===== src/rtl/sub_pkg.sv =====
// Shared types and constants for the bit-serial subtractor.
package sub_pkg;

    // Default operand/result width in bits.
    localparam int DEFAULT_WIDTH = 8;

    // Control FSM states.
    typedef enum logic [1:0] {
        IDLE = 2'd0,
        RUN  = 2'd1,
        DONE = 2'd2
    } state_t;

endpackage : sub_pkg


===== src/rtl/full_subtractor.sv =====
// Gate-level half and full subtractor cells used by the serial datapath.

// Half subtractor: d = x - y (one bit), bout = borrow out.
module half_subtractor (
    input  logic x,
    input  logic y,
    output logic d,
    output logic bout
);

    logic xn_s;

    xor g_diff (d, x, y);
    not g_inv  (xn_s, x);
    and g_brw  (bout, xn_s, y);

endmodule : half_subtractor

// Full subtractor: two cascaded half subtractors, borrows merged by an OR.
module full_subtractor (
    input  logic x,
    input  logic y,
    input  logic bin,
    output logic d,
    output logic bout
);

    logic d1_s;
    logic b1_s;
    logic b2_s;

    half_subtractor u_hs0 (
        .x    (x),
        .y    (y),
        .d    (d1_s),
        .bout (b1_s)
    );

    half_subtractor u_hs1 (
        .x    (d1_s),
        .y    (bin),
        .d    (d),
        .bout (b2_s)
    );

    or g_bout (bout, b1_s, b2_s);

endmodule : full_subtractor


===== src/rtl/serial_subtractor.sv =====
// Bit-serial unsigned subtractor: latches a and b on start, processes one
// bit per clock LSB-first, then presents diff/borrow with a done pulse.
module serial_subtractor
    import sub_pkg::*;
#(
    parameter int WIDTH = DEFAULT_WIDTH
) (
    input  logic             clk,
    input  logic             rst,
    input  logic             start,
    input  logic [WIDTH-1:0] a,
    input  logic [WIDTH-1:0] b,
    output logic             busy,
    output logic             done,
    output logic [WIDTH-1:0] diff,
    output logic             borrow
);

    // One extra bit so the counter never wraps within an operation.
    localparam int                CNT_W    = $clog2(WIDTH) + 1;
    localparam logic [CNT_W-1:0]  LAST_CNT = CNT_W'(WIDTH - 1);

    state_t             state_r;
    state_t             state_s;
    logic [WIDTH-1:0]   sa_r;
    logic [WIDTH-1:0]   sb_r;
    logic [WIDTH-1:0]   sr_r;
    logic [WIDTH-1:0]   sr_next_s;
    logic [WIDTH-1:0]   diff_r;
    logic [CNT_W-1:0]   cnt_r;
    logic               br_r;
    logic               borrow_r;
    logic               busy_r;
    logic               done_r;
    logic               d_s;
    logic               bout_s;
    logic               last_s;

    full_subtractor u_fs (
        .x    (sa_r[0]),
        .y    (sb_r[0]),
        .bin  (br_r),
        .d    (d_s),
        .bout (bout_s)
    );

    assign last_s    = (cnt_r == LAST_CNT);
    assign sr_next_s = {d_s, sr_r[WIDTH-1:1]};

    // Next-state logic; start is only honoured in IDLE.
    always_comb begin
        state_s = state_r;
        case (state_r)
            IDLE: begin
                if (start) begin
                    state_s = RUN;
                end else begin
                    state_s = IDLE;
                end
            end
            RUN: begin
                if (last_s) begin
                    state_s = DONE;
                end else begin
                    state_s = RUN;
                end
            end
            DONE: begin
                state_s = IDLE;
            end
            default: begin
                state_s = IDLE;
            end
        endcase
    end

    // State register plus registered busy/done flags derived from next state.
    always_ff @(posedge clk) begin
        if (rst) begin
            state_r <= IDLE;
            busy_r  <= 1'b0;
            done_r  <= 1'b0;
        end else begin
            state_r <= state_s;
            busy_r  <= (state_s != IDLE);
            done_r  <= (state_s == DONE);
        end
    end

    // Operand/result shift registers, bit counter and running borrow.
    always_ff @(posedge clk) begin
        if (rst) begin
            sa_r  <= {WIDTH{1'b0}};
            sb_r  <= {WIDTH{1'b0}};
            sr_r  <= {WIDTH{1'b0}};
            cnt_r <= {CNT_W{1'b0}};
            br_r  <= 1'b0;
        end else begin
            case (state_r)
                IDLE: begin
                    if (start) begin
                        sa_r  <= a;
                        sb_r  <= b;
                        cnt_r <= {CNT_W{1'b0}};
                        br_r  <= 1'b0;
                    end
                end
                RUN: begin
                    sa_r  <= {1'b0, sa_r[WIDTH-1:1]};
                    sb_r  <= {1'b0, sb_r[WIDTH-1:1]};
                    sr_r  <= sr_next_s;
                    cnt_r <= cnt_r + CNT_W'(1);
                    br_r  <= bout_s;
                end
                default: begin
                end
            endcase
        end
    end

    // Result registers: updated only on the final bit-step, held otherwise.
    always_ff @(posedge clk) begin
        if (rst) begin
            diff_r   <= {WIDTH{1'b0}};
            borrow_r <= 1'b0;
        end else if ((state_r == RUN) && last_s) begin
            diff_r   <= sr_next_s;
            borrow_r <= bout_s;
        end
    end

    assign busy   = busy_r;
    assign done   = done_r;
    assign diff   = diff_r;
    assign borrow = borrow_r;

endmodule : serial_subtractor


===== config.mk =====
export PLATFORM = sky130hd
export DESIGN_NAME = serial_subtractor
export DESIGN_NICKNAME = d
export VERILOG_FILES = /design/src/rtl/sub_pkg.sv /design/src/rtl/full_subtractor.sv /design/src/rtl/serial_subtractor.sv
export SDC_FILE = /design/constraint.sdc
export NUM_CORES = 1
export LEC_CHECK = 0
export ABC_AREA = 0
export CORE_MARGIN = 3
export CORE_UTILIZATION = 55
export DETAILED_ROUTE_END_ITERATION = 10
export GPL_TIMING_DRIVEN = 1
export MAX_ROUTING_LAYER = met4
export PLACE_DENSITY = 0.86
export SLEW_MARGIN = 10
export SYNTH_ARGS = -nofsm -noshare
export SYNTH_HDL_FRONTEND = slang
export SYNTH_HIERARCHICAL = 1
export SYNTH_SLANG_ARGS = --single-unit

===== constraint.sdc =====
create_clock -name clk -period 4.4 [get_ports clk]
set_input_delay 0.88 -clock clk [delete_from_list [all_inputs] [get_ports clk]]
set_output_delay 0.88 -clock clk [all_outputs]
set_load 0.02 [all_outputs]

## Word level (Yosys, flattened, before mapping)

Index checks and enable logic that the tools add are counted.

| operators by class | value |
|---|---|
| $add $sub $neg | 1 |
| multipliers | 0 |
| div/mod/pow operators | 0 |
| order comparisons | 0 |
| eq/ne operators | 4 |
| shifts and indexed selects | 0 |
| multiplexer cells | 11 |
| bitwise operators | 7 |
| reduce and logical (&&, ||, !) cells | 5 |

Operators with widths:

| kind | number |
|---|---|
| $pmux W8 S2 | 2 |
| $mux W8 | 2 |
| $pmux W4 S2 | 1 |
| $add A4 B1 Y4 const B | 1 |
| $eq A4 B3 Y1 const B | 1 |
| $mux W4 | 1 |
| $pmux W2 S2 | 1 |
| $reduce_bool A2 Y1 | 2 |
| $and A1 B1 Y1 | 2 |
| $eq A2 B1 Y1 const B | 1 |
| $eq A2 B2 Y1 const B | 1 |
| $logic_not A2 Y1 | 1 |
| $mux W1 | 2 |
| $mux W2 | 1 |
| $ne A2 B2 Y1 const B | 1 |
| $not A1 Y1 | 2 |
| $pmux W1 S2 | 1 |
| $reduce_and A2 Y1 | 1 |
| $xor A1 B1 Y1 | 2 |
| $logic_and A1 B1 Y1 | 1 |
| $or A1 B1 Y1 | 1 |

| storage, ports and cells | value |
|---|---|
| bits in registers | 42 |
| bits in latches | 0 |
| bits in writable memories | 0 |
| memory bits (read-only) | 0 |
| bits of input ports | 19 |
| output and inout bits | 11 |
| logic and storage cells | 38 |
| memories kept | 0 |

## Logic depth before layout (Yosys ltp)

Gate-level depths: netlist of run 1.

| logic depth | value |
|---|---|
| word-level depth | 5 |
| gate-level depth with buffers | 8 |
| mapped depth without buffers | 8 |

## Modules after synthesis

The synthesis of run 1 kept the hierarchy.

Modules (own cells, without submodules):

| module | instances | cells each | area each (um^2) | sequential area each (um^2) |
|---|---|---|---|---|
| serial_subtractor | 1 | 189 | 1705.4 | 820.8 |
| half_subtractor | 2 | 3 | 20.0 | 0.0 |
| full_subtractor | 1 | 1 | 6.3 | 0.0 |

## Worst setup path before layout of run 1

Ideal clock, no wire load.

| timing path | value |
|---|---|
| path kind | input to register |
| start point | input start |
| end point | register sa_r[1] |
| library setup time | 0.086 ns |
| arrival | 1.506 ns |
| required time | 4.314 ns |
| slack | 2.808 ns |
| cell stages on the path | 4 |
| buffers on the path | 1 |
| cells stage by stage | o21bai_1 -> buf_2 -> a21oi_1 -> a211oi_1 |

| between the ends | value |
|---|---|
| word-level cells in the longest chain between the ends | 2 |

Ends and longest elaborated chain:

| element | line | text |
|---|---|---|
| start, declared | serial_subtractor.sv:10 | `input logic start,` |
| $ne A2 B2 Y1 (no source line) | - |  |
| $reduce_and A2 Y1 (no source line) | - |  |
| end signal, assigned | serial_subtractor.sv:93 | `sa_r <= {WIDTH{1'b0}};` |
| end signal, assigned | serial_subtractor.sv:109 | `sa_r <= {1'b0, sa_r[WIDTH-1:1]};` |
| end, declared | serial_subtractor.sv:25 | `logic [WIDTH-1:0] sa_r;` |

Every way passes these cells.
A chain may end at the register's enable or synchronous reset.

==> impl_metrics.prom, run 1 <==
# TYPE chip_impl_metric gauge
chip_impl_metric{name="post_synth_inst_count",unit=""} 196
chip_impl_metric{name="cts.sink_count",unit=""} 41
chip_impl_metric{name="die_x",unit="µm"} 62.4
chip_impl_metric{name="tightestPinTransition",unit="ps"} 886
chip_impl_metric{name="clock_tree.htree_level_count",unit=""} 2
chip_impl_info{name="unrepaired_setup_endpoints_after_global_routing",value="no"} 1
chip_impl_metric{name="period_share",unit="%"} 50.5
chip_impl_info{name="cts_tree",value="built"} 1
chip_impl_metric{name="avgSynthCellArea",unit="µm²"} 8.94
chip_impl_metric{name="clkLatencyLatePin",unit="ps"} 350
chip_impl_metric{name="grt_pass1_wl",unit="µm"} 5610
chip_impl_metric{name="drive_above_1_share",unit="%"} 6.79
chip_impl_metric{name="routability_congestion_estimate",unit=""} 0.759
chip_impl_metric{name="placement_rows",unit=""} 19
chip_impl_info{name="min_path_type",value="flop to flop"} 1
chip_impl_metric{name="globalRoute.totalOverflow",unit=""} 0
chip_impl_metric{name="hpwl_detailed",unit="µm"} 2300
chip_impl_metric{name="layout_setup_ws",unit="ps"} 2180
chip_impl_metric{name="number_of_max_cap_violations",unit=""} 0
chip_impl_metric{name="syn_area",unit="µm²"} 1750
chip_impl_metric{name="fin_setup_tns",unit="ps"} 0
chip_impl_metric{name="finalSetupViolCount",unit=""} 0
chip_impl_metric{name="yosys_synthesis_warning_count",unit=""} 6
chip_impl_metric{name="mappedNetlistNets",unit=""} 218
chip_impl_metric{name="wirelength",unit="µm"} 3240
chip_impl_metric{name="via_count_of_the_first_global_routing_pass",unit=""} 1364
chip_impl_info{name="start_kind",value="input pin"} 1
chip_impl_metric{name="antenna_violating_nets_post_route",unit=""} 0
chip_impl_metric{name="synth.ff_latch_count",unit=""} 41
chip_impl_metric{name="worst_ep_required_time",unit="ps"} 4640
chip_impl_info{name="cpMaxStageDelayCell",value="sky130_fd_sc_hd__clkdlybuf4s50_1"} 1
chip_impl_metric{name="area_growth_syn_to_layout",unit="%"} 18.0
chip_impl_metric{name="cts.path.max_buffers",unit=""} 2
chip_impl_metric{name="clk_pin_slew_worst_paths",unit="ps"} 110
chip_impl_metric{name="pre_cts_slack",unit="ps"} 1820
chip_impl_metric{name="max_freq",unit="MHz"} 450
chip_impl_metric{name="cts_inserted_buffers",unit=""} 5
chip_impl_metric{name="dieHeight",unit="µm"} 62.4
chip_impl_metric{name="avgRoutedWirePerCell",unit="µm"} 12.3
chip_impl_metric{name="finalNonFillerCells",unit=""} 263
chip_impl_info{name="path_class",value="input pin to flop"} 1
chip_impl_metric{name="maximum_number_of_pins_on_one_net_before_global_route_repair",unit=""} 30
chip_impl_metric{name="route.vias.total",unit=""} 1396
chip_impl_metric{name="relSlewSlack",unit="%"} 40.9
chip_impl_metric{name="post-cts-setup-buffers",unit=""} 0
chip_impl_metric{name="io_pins",unit=""} 30
chip_impl_metric{name="detail_route.drc_violations",unit=""} 0
chip_impl_metric{name="antenna_cells_inserted",unit=""} 0
chip_impl_metric{name="drt_iter0_markers",unit=""} 54
chip_impl_metric{name="die_area",unit="µm²"} 3900
chip_impl_metric{name="finalHoldViolations",unit=""} 0
chip_impl_metric{name="finish.utilization",unit="%"} 71.3
chip_impl_metric{name="postCtsHoldBufs",unit=""} 0
chip_impl_metric{name="finalNetCount",unit=""} 242
chip_impl_metric{name="grt_antenna_before_repair",unit=""} 0
chip_impl_info{name="endpoint_class_of_the_critical_path",value="flop"} 1
chip_impl_metric{name="core",unit="µm²"} 2900
chip_impl_metric{name="dp_cells",unit=""} 255
chip_impl_metric{name="ys_seq_area_share",unit="%"} 46.9
chip_impl_metric{name="ir_drop",unit="mV"} 0.251
chip_impl_metric{name="global_routing_usage_summed_across_all_routing_layers",unit="%"} 18.2
chip_impl_metric{name="crit_path_max_incr_delay",unit="ps"} 1010
chip_impl_info{name="status",value="finished, final reports clean"} 1
chip_impl_metric{name="port_buffers",unit=""} 29
chip_impl_info{name="path_cells",value="clkdlybuf4s50_1, buf_4, nand2b_1, mux2i_1"} 1
chip_impl_metric{name="timing.final.crit_period",unit="ps"} 2220
chip_impl_metric{name="critical_path_arrival",unit="ps"} 2460
chip_impl_metric{name="synth_cell_types",unit=""} 29
chip_impl_metric{name="starting_utilization_of_the_core_area",unit="%"} 60.4
chip_impl_metric{name="powerDensity",unit="nW/µm²"} 317
chip_impl_metric{name="drt-pass1-iter-count",unit=""} 6
chip_impl_metric{name="worst-path-max-fanout",unit=""} 29
chip_impl_info{name="clock-root-buffer",value="sky130_fd_sc_hd__clkbuf_4"} 1
chip_impl_metric{name="viasPerCell",unit=""} 5.31
chip_impl_metric{name="number_of_gates_resized_after_cts",unit=""} 0
chip_impl_metric{name="timing_max_transition_violations_final",unit=""} 0
chip_impl_metric{name="timing.clock.skew",unit="ps"} 8.00
chip_impl_metric{name="p_leak",unit="nW"} 0.769
per-stage QoR:
stage / instance area, µm² / total power, mW / hold WS [ps]
2_1_floorplan: 1750 / 0.462 / 437
4_1_cts: 2070 / 0.663 / 482
6_report: 2070 / 0.655 / 483
3_5_place_dp: 2020 / 0.488 / 466
5_1_grt: 2070 / 0.694 / 502
3_3_place_gp: 2020 / 0.483 / 449
kinds of logic (layout without fill, tap and decap cells):
kind of cell / Yosys count / in the layout / synth area share, %
buffers and inverters: 18 / 43 / 6.21
DFF: 41 / 41 / 46.9
and+or+nand+nor: 80 / 80 / 22.1
muxes: 10 / 10 / 5.71
adders and majority gates: 3 / 3 / 2.14
AOI/OAI and AO/OA: 44 / 44 / 16.9
cells in the final DEF (no fill, tap or decap), types with 3 or more instances in the layout:
cell,Yosys,layout
sky130_fd_sc_hd__inv_1,4,4
sky130_fd_sc_hd__nand2b_1,19,19
sky130_fd_sc_hd__nand2_1,29,29
sky130_fd_sc_hd__dfxtp_1,41,41
sky130_fd_sc_hd__ha_1,3,3
sky130_fd_sc_hd__nor3_1,3,3
sky130_fd_sc_hd__nor2_1,20,20
sky130_fd_sc_hd__a211oi_1,14,14
sky130_fd_sc_hd__a21oi_2,3,3
sky130_fd_sc_hd__clkdlybuf4s50_1,0,29
sky130_fd_sc_hd__mux2i_1,10,10
sky130_fd_sc_hd__a22oi_1,4,4
sky130_fd_sc_hd__clkbuf_4,0,5
sky130_fd_sc_hd__a21oi_1,19,19
state kept, by name, indices dropped and copies added, names as in the netlist:
signal / flops
state_r: 2
sr_r: 7
busy: 1
diff: 8
br_r: 1
sb_r: 8
done: 1
borrow: 1
cnt_r: 4
sa_r: 8
worst max-delay path: cells and delay by family:
kind / cells / cell delay (ps)
buffers and inverters: 2 / 1370
and+or+nand+nor: 1 / 140
muxes: 1 / 60
layout make-up:
cell class | instances | area, µm²
clock buffer | 6 | 41.3
clock inverter | 2 | 10.0
fill | 248 | 833
inverter | 4 | 15.0
multi-input combinational | 137 | 822
sequential | 41 | 821
tap | 42 | 52.6
timing repair buffer | 31 | 305
path summary, 6_finish.rpt:
kind,from,endpoint,slack [ps],cells past startpoint
setup / recovery,rst,diff[7],2180,4
hold / removal,sr_r[3],sr_r[2],480,2
setup reg to reg,state_r[1],cnt_r[3],2620,3
hold reg to reg,sr_r[3],sr_r[2],480,2
cells in the mapped netlist (all sizes together):
cell type / n / share of area [%]
nor3: 3 / 0.86
nand2: 29 / 6.2
ha: 3 / 2.1
nor2b: 1 / 0.79
nand4b: 1 / 0.50
nand2b: 19 / 6.8
nor3b: 1 / 0.43
a31oi: 1 / 0.36
mux2i: 10 / 5.7
or3: 1 / 0.36
o211a: 1 / 0.57
a21oi: 22 / 6.9
and2: 1 / 0.36
a211oi: 14 / 6.0
o21bai: 1 / 0.43
clkbuf: 5 / 1.1
o21ba: 1 / 0.93
a22oi: 4 / 1.7
nand3: 2 / 0.57
dfxtp: 41 / 47
nor2: 21 / 4.9
inv: 4 / 0.86
buf: 9 / 4.3
or2: 1 / 0.36
report_power, final:
group / internal (mW) / switching [mW]
sequential: 0.387 / 0.00954
clock: 0.0609 / 0.115
combinational: 0.0396 / 0.0431
routing by layer:
| metal | up-vias | part of all wire (%) | track usage (%) |
|---|---|---|---|
| met2 | 29 | 50 | 31.7 |
| met1 | 652 | 43 | 19.0 |
| li1 | 709 | - | - |
| met5 | - | 0 | - |
| met4 | 0 | 1.3 | 6.61 |
| met3 | 6 | 5.6 | 6.29 |
(Power assumes the default switching activity.)
==> inputs of run 2 (changes only) <==
--- a/config.mk
+++ b/config.mk
@@ -7,11 +7,11 @@
 export LEC_CHECK = 0
 export ABC_AREA = 0
 export CORE_MARGIN = 3
-export CORE_UTILIZATION = 55
+export CORE_UTILIZATION = 47
 export DETAILED_ROUTE_END_ITERATION = 10
 export GPL_TIMING_DRIVEN = 1
 export MAX_ROUTING_LAYER = met4
-export PLACE_DENSITY = 0.86
+export PLACE_DENSITY = 0.79
 export SLEW_MARGIN = 10
 export SYNTH_ARGS = -nofsm -noshare
 export SYNTH_HDL_FRONTEND = slang
==> constraint.sdc (replaced) <==
create_clock -name clk -period 1.95 [get_ports clk]
set_input_delay 0.39 -clock clk [delete_from_list [all_inputs] [get_ports clk]]
set_output_delay 0.39 -clock clk [all_outputs]
set_load 0.02 [all_outputs]
==> impl_metrics.prom, run 2 (synthesis gave the netlist of run 1 again) <==
# TYPE chip_impl_metric gauge
chip_impl_metric{name="cp_num_buf_inv",unit=""} 1
chip_impl_metric{name="regToRegSetupSlack",unit="ps"} 470
chip_impl_metric{name="timing_max_transition_violations_final",unit=""} 0
chip_impl_metric{name="relSlewSlack",unit="%"} 67.0
chip_impl_metric{name="finalSetupViolCount",unit=""} 0
chip_impl_metric{name="port_buffers",unit=""} 29
chip_impl_metric{name="worst-path-stages",unit=""} 1
chip_impl_metric{name="maximum_number_of_pins_on_one_net_before_global_route_repair",unit=""} 50
chip_impl_metric{name="number_of_gates_resized_after_cts",unit=""} 0
chip_impl_metric{name="clk_pin_slew_worst_paths",unit="ps"} 80
chip_impl_metric{name="worst-path-max-fanout",unit=""} 2
chip_impl_metric{name="fin_hold_ws",unit="ps"} 471
chip_impl_metric{name="finalPower",unit="mW"} 1.70
chip_impl_metric{name="tightestPinTransition",unit="ps"} 493
chip_impl_metric{name="globalRoute.totalOverflow",unit=""} 0
chip_impl_metric{name="max_freq",unit="MHz"} 609
chip_impl_metric{name="cts.path.max_buffers",unit=""} 2
chip_impl_info{name="min_path_type",value="flop to flop"} 1
chip_impl_metric{name="global_routing_usage_summed_across_all_routing_layers",unit="%"} 16.1
chip_impl_metric{name="post-cts-setup-buffers",unit=""} 0
chip_impl_metric{name="clkLatencyLatePin",unit="ps"} 290
chip_impl_metric{name="io_pins",unit=""} 30
chip_impl_info{name="hold_end",value="sr_r[1]"} 1
chip_impl_info{name="unrepaired_setup_endpoints_after_global_routing",value="no"} 1
chip_impl_metric{name="dp_cells",unit=""} 263
chip_impl_info{name="endpoint_class_of_the_critical_path",value="output port"} 1
chip_impl_metric{name="crit_path_max_incr_delay",unit="ps"} 610
chip_impl_info{name="cts_tree",value="built"} 1
chip_impl_info{name="start_kind",value="flop"} 1
chip_impl_metric{name="clock_tree.htree_level_count",unit=""} 2
chip_impl_metric{name="drt-pass1-iter-count",unit=""} 4
chip_impl_metric{name="cts_inserted_buffers",unit=""} 5
chip_impl_info{name="reg2reg_to",value="borrow"} 1
chip_impl_metric{name="hpwl_detailed",unit="µm"} 2100
chip_impl_metric{name="p_leak",unit="nW"} 0.815
chip_impl_metric{name="finalHoldViolations",unit=""} 0
chip_impl_metric{name="worst-r2r-cell-count",unit=""} 4
chip_impl_metric{name="fin_setup_tns",unit="ps"} 0
chip_impl_metric{name="routability_congestion_estimate",unit=""} 0.751
chip_impl_info{name="crit-reg2reg-launch",value="cnt_r[0]"} 1
chip_impl_metric{name="cts.sink_count",unit=""} 41
chip_impl_metric{name="finalNetCount",unit=""} 246
chip_impl_metric{name="detail_route.drc_violations",unit=""} 0
chip_impl_metric{name="avgRoutedWirePerCell",unit="µm"} 11.6
chip_impl_metric{name="route.vias.total",unit=""} 1380
chip_impl_info{name="path_class",value="flop to output port"} 1
chip_impl_info{name="status",value="finished, final reports clean"} 1
chip_impl_metric{name="antenna_cells_inserted",unit=""} 0
chip_impl_metric{name="hold-path-cell-count",unit=""} 2
chip_impl_metric{name="antenna_violating_nets_post_route",unit=""} 0
chip_impl_metric{name="dieHeight",unit="µm"} 67.1
chip_impl_metric{name="n_fill_cell",unit=""} 325
chip_impl_metric{name="via_count_of_the_first_global_routing_pass",unit=""} 1218
chip_impl_metric{name="postCtsHoldBufs",unit=""} 0
chip_impl_metric{name="pre_cts_slack",unit="ps"} 290
chip_impl_metric{name="die_area",unit="µm²"} 4500
chip_impl_metric{name="ir_drop",unit="mV"} 0.484
chip_impl_metric{name="starting_utilization_of_the_core_area",unit="%"} 50.5
chip_impl_metric{name="layout_setup_ws",unit="ps"} 309
chip_impl_metric{name="area_growth_syn_to_layout",unit="%"} 23.6
chip_impl_info{name="final_common_cell",value="sky130_fd_sc_hd__dfxtp_1"} 1
chip_impl_metric{name="powerDensity",unit="nW/µm²"} 783
chip_impl_info{name="most_frequent_cells_in_the_layout",value="sky130_fd_sc_hd__dfxtp_1, sky130_fd_sc_hd__nand2_1, sky130_fd_sc_hd__clkdlybuf4s50_1"} 1
chip_impl_metric{name="grt_pass1_wl",unit="µm"} 5360
chip_impl_metric{name="period_share",unit="%"} 84.2
chip_impl_metric{name="die_x",unit="µm"} 67.1
chip_impl_metric{name="worst_ep_required_time",unit="ps"} 1560
chip_impl_info{name="path_cells",value="clkdlybuf4s50_1"} 1
chip_impl_metric{name="viasPerCell",unit=""} 5.09
chip_impl_info{name="worst_path_dominant_cell_family",value="buffers and inverters"} 1
chip_impl_metric{name="timing.final.crit_period",unit="ps"} 1640
chip_impl_metric{name="drive_above_1_share",unit="%"} 8.89
chip_impl_info{name="hold_start",value="sr_r[1]"} 1
chip_impl_metric{name="drt_iter0_markers",unit=""} 99
chip_impl_info{name="cpMaxStageDelayCell",value="sky130_fd_sc_hd__clkdlybuf4s50_1"} 1
chip_impl_metric{name="wirelength",unit="µm"} 3140
chip_impl_metric{name="placement_rows",unit=""} 21
chip_impl_metric{name="number_of_max_cap_violations",unit=""} 0
chip_impl_info{name="clock-root-buffer",value="sky130_fd_sc_hd__clkbuf_8"} 1
chip_impl_metric{name="critical_path_arrival",unit="ps"} 1250
chip_impl_metric{name="timing.clock.skew",unit="ps"} 6.64
chip_impl_metric{name="grt_antenna_before_repair",unit=""} 0
chip_impl_metric{name="core",unit="µm²"} 3470
chip_impl_metric{name="finalNonFillerCells",unit=""} 271
run 2: power breakdown:
part           internal (mW)  switching, mW
combinational         0.0985         0.0960
clock                  0.320          0.287
sequential             0.872         0.0220
run 2: per-layer routing:
| metal | vias up | wire, µm | global-route usage (%) |
|---|---|---|---|
| li1 | 718 | - | - |
| met1 | 620 | 1460 | 20.1 |
| met2 | 35 | 1430 | 23.6 |
| met3 | 7 | 166 | 4.05 |
| met4 | 0 | 80 | 9.37 |
| met5 | - | 0 | - |
run 2: cell type report:
cell class | count | area, µm² | area share (%)
Timing Repair Buffer | 35 | 348 | 16.1
Clock buffer | 7 | 96.3 | 4.45
Sequential cell | 41 | 821 | 37.9
Inverter | 4 | 15.0 | 0.694
Clock inverter | 1 | 5.00 | 0.231
Tap cell | 46 | 57.6 | 2.66
Multi-Input combinational cell | 137 | 822 | 38.0
run 2: per-stage QoR:
step | cell area [µm²] | utilization, %
6_report | 2160 | 62.4
3_5_place_dp | 2060 | 59.5
3_3_place_gp | 2060 | 59.5
2_1_floorplan | 1750 | -
5_1_grt | 2160 | 62.4
4_1_cts | 2160 | 62.4
run 2: worst max-delay path by stage:
stage | from | endpoint | slack [ps]
final | diff[2] | diff[2] | 310
after global routing | diff[2] | diff[2] | 250
after CTS | diff[2] | diff[2] | 300
after detailed placement | start | sa_r[2] | 290
after global placement | start | sb_r[0] | 340
after floorplan | sa_r[0] | br_r | 580
==> inputs of run 3 (changes only) <==
==> constraint.sdc (replaced) <==
create_clock -name clk -period 1.5 [get_ports clk]
set_input_delay 0.3 -clock clk [delete_from_list [all_inputs] [get_ports clk]]
set_output_delay 0.3 -clock clk [all_outputs]
set_load 0.02 [all_outputs]
==> impl_metrics.prom, run 3 (synthesis gave the netlist of run 1 again) <==
# TYPE chip_impl_metric gauge
chip_impl_metric{name="area_growth_syn_to_layout",unit="%"} 26.1
chip_impl_metric{name="via_count_of_the_first_global_routing_pass",unit=""} 1114
chip_impl_metric{name="worst-r2r-cell-count",unit=""} 8
chip_impl_metric{name="powerDensity",unit="nW/µm²"} 993
chip_impl_metric{name="avgRoutedWirePerCell",unit="µm"} 11.2
chip_impl_metric{name="worst-path-max-fanout",unit=""} 2
chip_impl_metric{name="global_routing_usage_summed_across_all_routing_layers",unit="%"} 15.5
chip_impl_metric{name="viasPerCell",unit=""} 4.96
chip_impl_metric{name="finalNonFillerCells",unit=""} 277
chip_impl_metric{name="placement_rows",unit=""} 21
chip_impl_metric{name="internal_power",unit="mW"} 1.68
chip_impl_metric{name="port_buffers",unit=""} 29
chip_impl_info{name="clock-root-buffer",value="sky130_fd_sc_hd__clkbuf_8"} 1
chip_impl_info{name="final_common_cell",value="sky130_fd_sc_hd__dfxtp_1"} 1
chip_impl_metric{name="comb_power_share",unit="%"} 11.8
chip_impl_metric{name="hpwl_detailed",unit="µm"} 2060
chip_impl_metric{name="timing.clock.skew",unit="ps"} 5.28
chip_impl_metric{name="ir_drop",unit="mV"} 0.532
chip_impl_metric{name="maximum_number_of_pins_on_one_net_before_global_route_repair",unit=""} 50
chip_impl_metric{name="globalRoute.totalOverflow",unit=""} 0
chip_impl_metric{name="finalSetupViolCount",unit=""} 0
chip_impl_metric{name="io_pins",unit=""} 30
chip_impl_metric{name="timing_max_transition_violations_final",unit=""} 0
chip_impl_metric{name="cts_inserted_buffers",unit=""} 5
chip_impl_info{name="min_path_type",value="flop to flop"} 1
chip_impl_metric{name="dp_cells",unit=""} 269
chip_impl_metric{name="antenna_violating_nets_post_route",unit=""} 0
chip_impl_metric{name="regToRegSetupSlack",unit="ps"} 100
chip_impl_metric{name="finalHoldViolations",unit=""} 0
chip_impl_metric{name="max_freq",unit="MHz"} 712
chip_impl_info{name="endpoint_class_of_the_critical_path",value="flop"} 1
chip_impl_metric{name="critical_path_arrival",unit="ps"} 1590
chip_impl_info{name="cts_tree",value="built"} 1
chip_impl_info{name="status",value="finished, final reports clean"} 1
chip_impl_metric{name="tightestPinTransition",unit="ps"} 268
chip_impl_metric{name="post-cts-setup-buffers",unit=""} 0
chip_impl_metric{name="n_fill_cell",unit=""} 305
chip_impl_metric{name="finish.utilization",unit="%"} 63.7
chip_impl_metric{name="relSlewSlack",unit="%"} 82.1
chip_impl_metric{name="cts.path.max_buffers",unit=""} 2
chip_impl_metric{name="die_x",unit="µm"} 67.1
chip_impl_info{name="reg2reg_to",value="br_r"} 1
chip_impl_metric{name="drt-pass1-iter-count",unit=""} 4
chip_impl_metric{name="route.vias.total",unit=""} 1374
chip_impl_metric{name="clock_tree.htree_level_count",unit=""} 2
chip_impl_metric{name="worst_ep_required_time",unit="ps"} 1680
chip_impl_info{name="hold_end",value="sr_r[1]"} 1
chip_impl_metric{name="hold-path-cell-count",unit=""} 2
chip_impl_metric{name="wirelength",unit="µm"} 3090
chip_impl_metric{name="power.share.switching",unit="%"} 23.3
chip_impl_metric{name="p_leak",unit="nW"} 0.899
chip_impl_info{name="unrepaired_setup_endpoints_after_global_routing",value="no"} 1
chip_impl_info{name="most_frequent_cells_in_the_layout",value="sky130_fd_sc_hd__dfxtp_1, sky130_fd_sc_hd__nand2_1, sky130_fd_sc_hd__nor2_1"} 1
chip_impl_metric{name="period_share",unit="%"} 93.6
chip_impl_metric{name="clockPowerShare",unit="%"} 35.3
chip_impl_info{name="start_kind",value="flop"} 1
chip_impl_metric{name="cts.sink_count",unit=""} 41
chip_impl_metric{name="core",unit="µm²"} 3470
chip_impl_metric{name="drt_iter0_markers",unit=""} 107
chip_impl_info{name="path_class",value="flop to flop"} 1
chip_impl_metric{name="clk_pin_slew_worst_paths",unit="ps"} 80
chip_impl_metric{name="drive_above_1_share",unit="%"} 11.7
chip_impl_metric{name="postCtsHoldBufs",unit=""} 0
chip_impl_metric{name="grt_antenna_before_repair",unit=""} 0
chip_impl_metric{name="p_seq_share",unit="%"} 52.9
chip_impl_metric{name="clkLatencyLatePin",unit="ps"} 290
chip_impl_metric{name="die_area",unit="µm²"} 4500
chip_impl_metric{name="timing.final.crit_period",unit="ps"} 1400
chip_impl_metric{name="routability_congestion_estimate",unit=""} 0.753
chip_impl_info{name="hold_start",value="sr_r[1]"} 1
chip_impl_metric{name="number_of_max_cap_violations",unit=""} 0
chip_impl_metric{name="power.switching",unit="mW"} 0.512
chip_impl_metric{name="grt_pass1_wl",unit="µm"} 5120
chip_impl_metric{name="starting_utilization_of_the_core_area",unit="%"} 50.5
chip_impl_metric{name="dieHeight",unit="µm"} 67.1
chip_impl_info{name="crit-reg2reg-launch",value="sa_r[0]"} 1
chip_impl_metric{name="finalNetCount",unit=""} 252
chip_impl_metric{name="antenna_cells_inserted",unit=""} 0
chip_impl_metric{name="detail_route.drc_violations",unit=""} 0
run 3: layout make-up:
cell class | count | area, µm² | share of cell area, %
Clock buffer | 7 | 96.3 | 4.36
Clock inverter | 1 | 5.00 | 0.227
Inverter | 4 | 15.0 | 0.680
Multi-Input combinational cell | 137 | 822 | 37.2
Sequential cell | 41 | 822 | 37.2
Tap cell | 46 | 57.6 | 2.60
Timing Repair Buffer | 41 | 392 | 17.7
run 3: through the flow:
step,setup WS [ps],area [µm²],power [mW],setup TNS [ps],hold WS [ps]
2_1_floorplan,130,1750,1.36,0,437
3_3_place_gp,-28.9,2120,1.44,-299,444
3_5_place_dp,-70.6,2120,1.45,-769,448
5_1_grt,17.1,2210,2.30,0,482
6_report,96.3,2210,2.20,0,455
4_1_cts,57.1,2210,2.22,0,459
run 3: worst max path at each step:
stage             from      end  slack (ps)  depth (start not counted)
3_3_place_gp     start  sa_r[3]         -30                          5
3_5_place_dp     start  sb_r[5]         -70                          5
6_report       sa_r[0]     br_r         100                          8
2_1_floorplan  sa_r[0]     br_r         130                          8
4_1_cts        sa_r[0]     br_r          60                          8
5_1_grt        sa_r[0]     br_r          20                          8
run 3: worst max-delay path, stage by stage (launching register included):
cell	delay (ps)
sky130_fd_sc_hd__dfxtp_2	330
sky130_fd_sc_hd__inv_1	40
sky130_fd_sc_hd__ha_1	260
sky130_fd_sc_hd__inv_1	50
sky130_fd_sc_hd__inv_1	30
sky130_fd_sc_hd__ha_1	150
sky130_fd_sc_hd__or2_1	240
sky130_fd_sc_hd__a22oi_1	150
sky130_fd_sc_hd__nor2_1	50
run 3: timing repair:
item,in CTS,in global routing
setup endpoints to repair,11,1
gates resized for setup,11,1
pin swaps,0,1
run 3: per-layer routing:
layer,wire length [µm],track usage [%],vias to the layer above
li1,-,-,726
met1,1560,20.5,614
met2,1340,21.6,29
met3,139,4.05,5
met4,55,7.59,0
met5,0,-,-
run 3: power groups by stage:
stage	registers (mW)	logic, mW	clock network, mW
floorplan	1.18	0.173	0
global placement	1.19	0.258	0
detailed placement	1.19	0.261	0
CTS	1.16	0.262	0.793
global route	1.17	0.290	0.840
finish	1.16	0.259	0.775
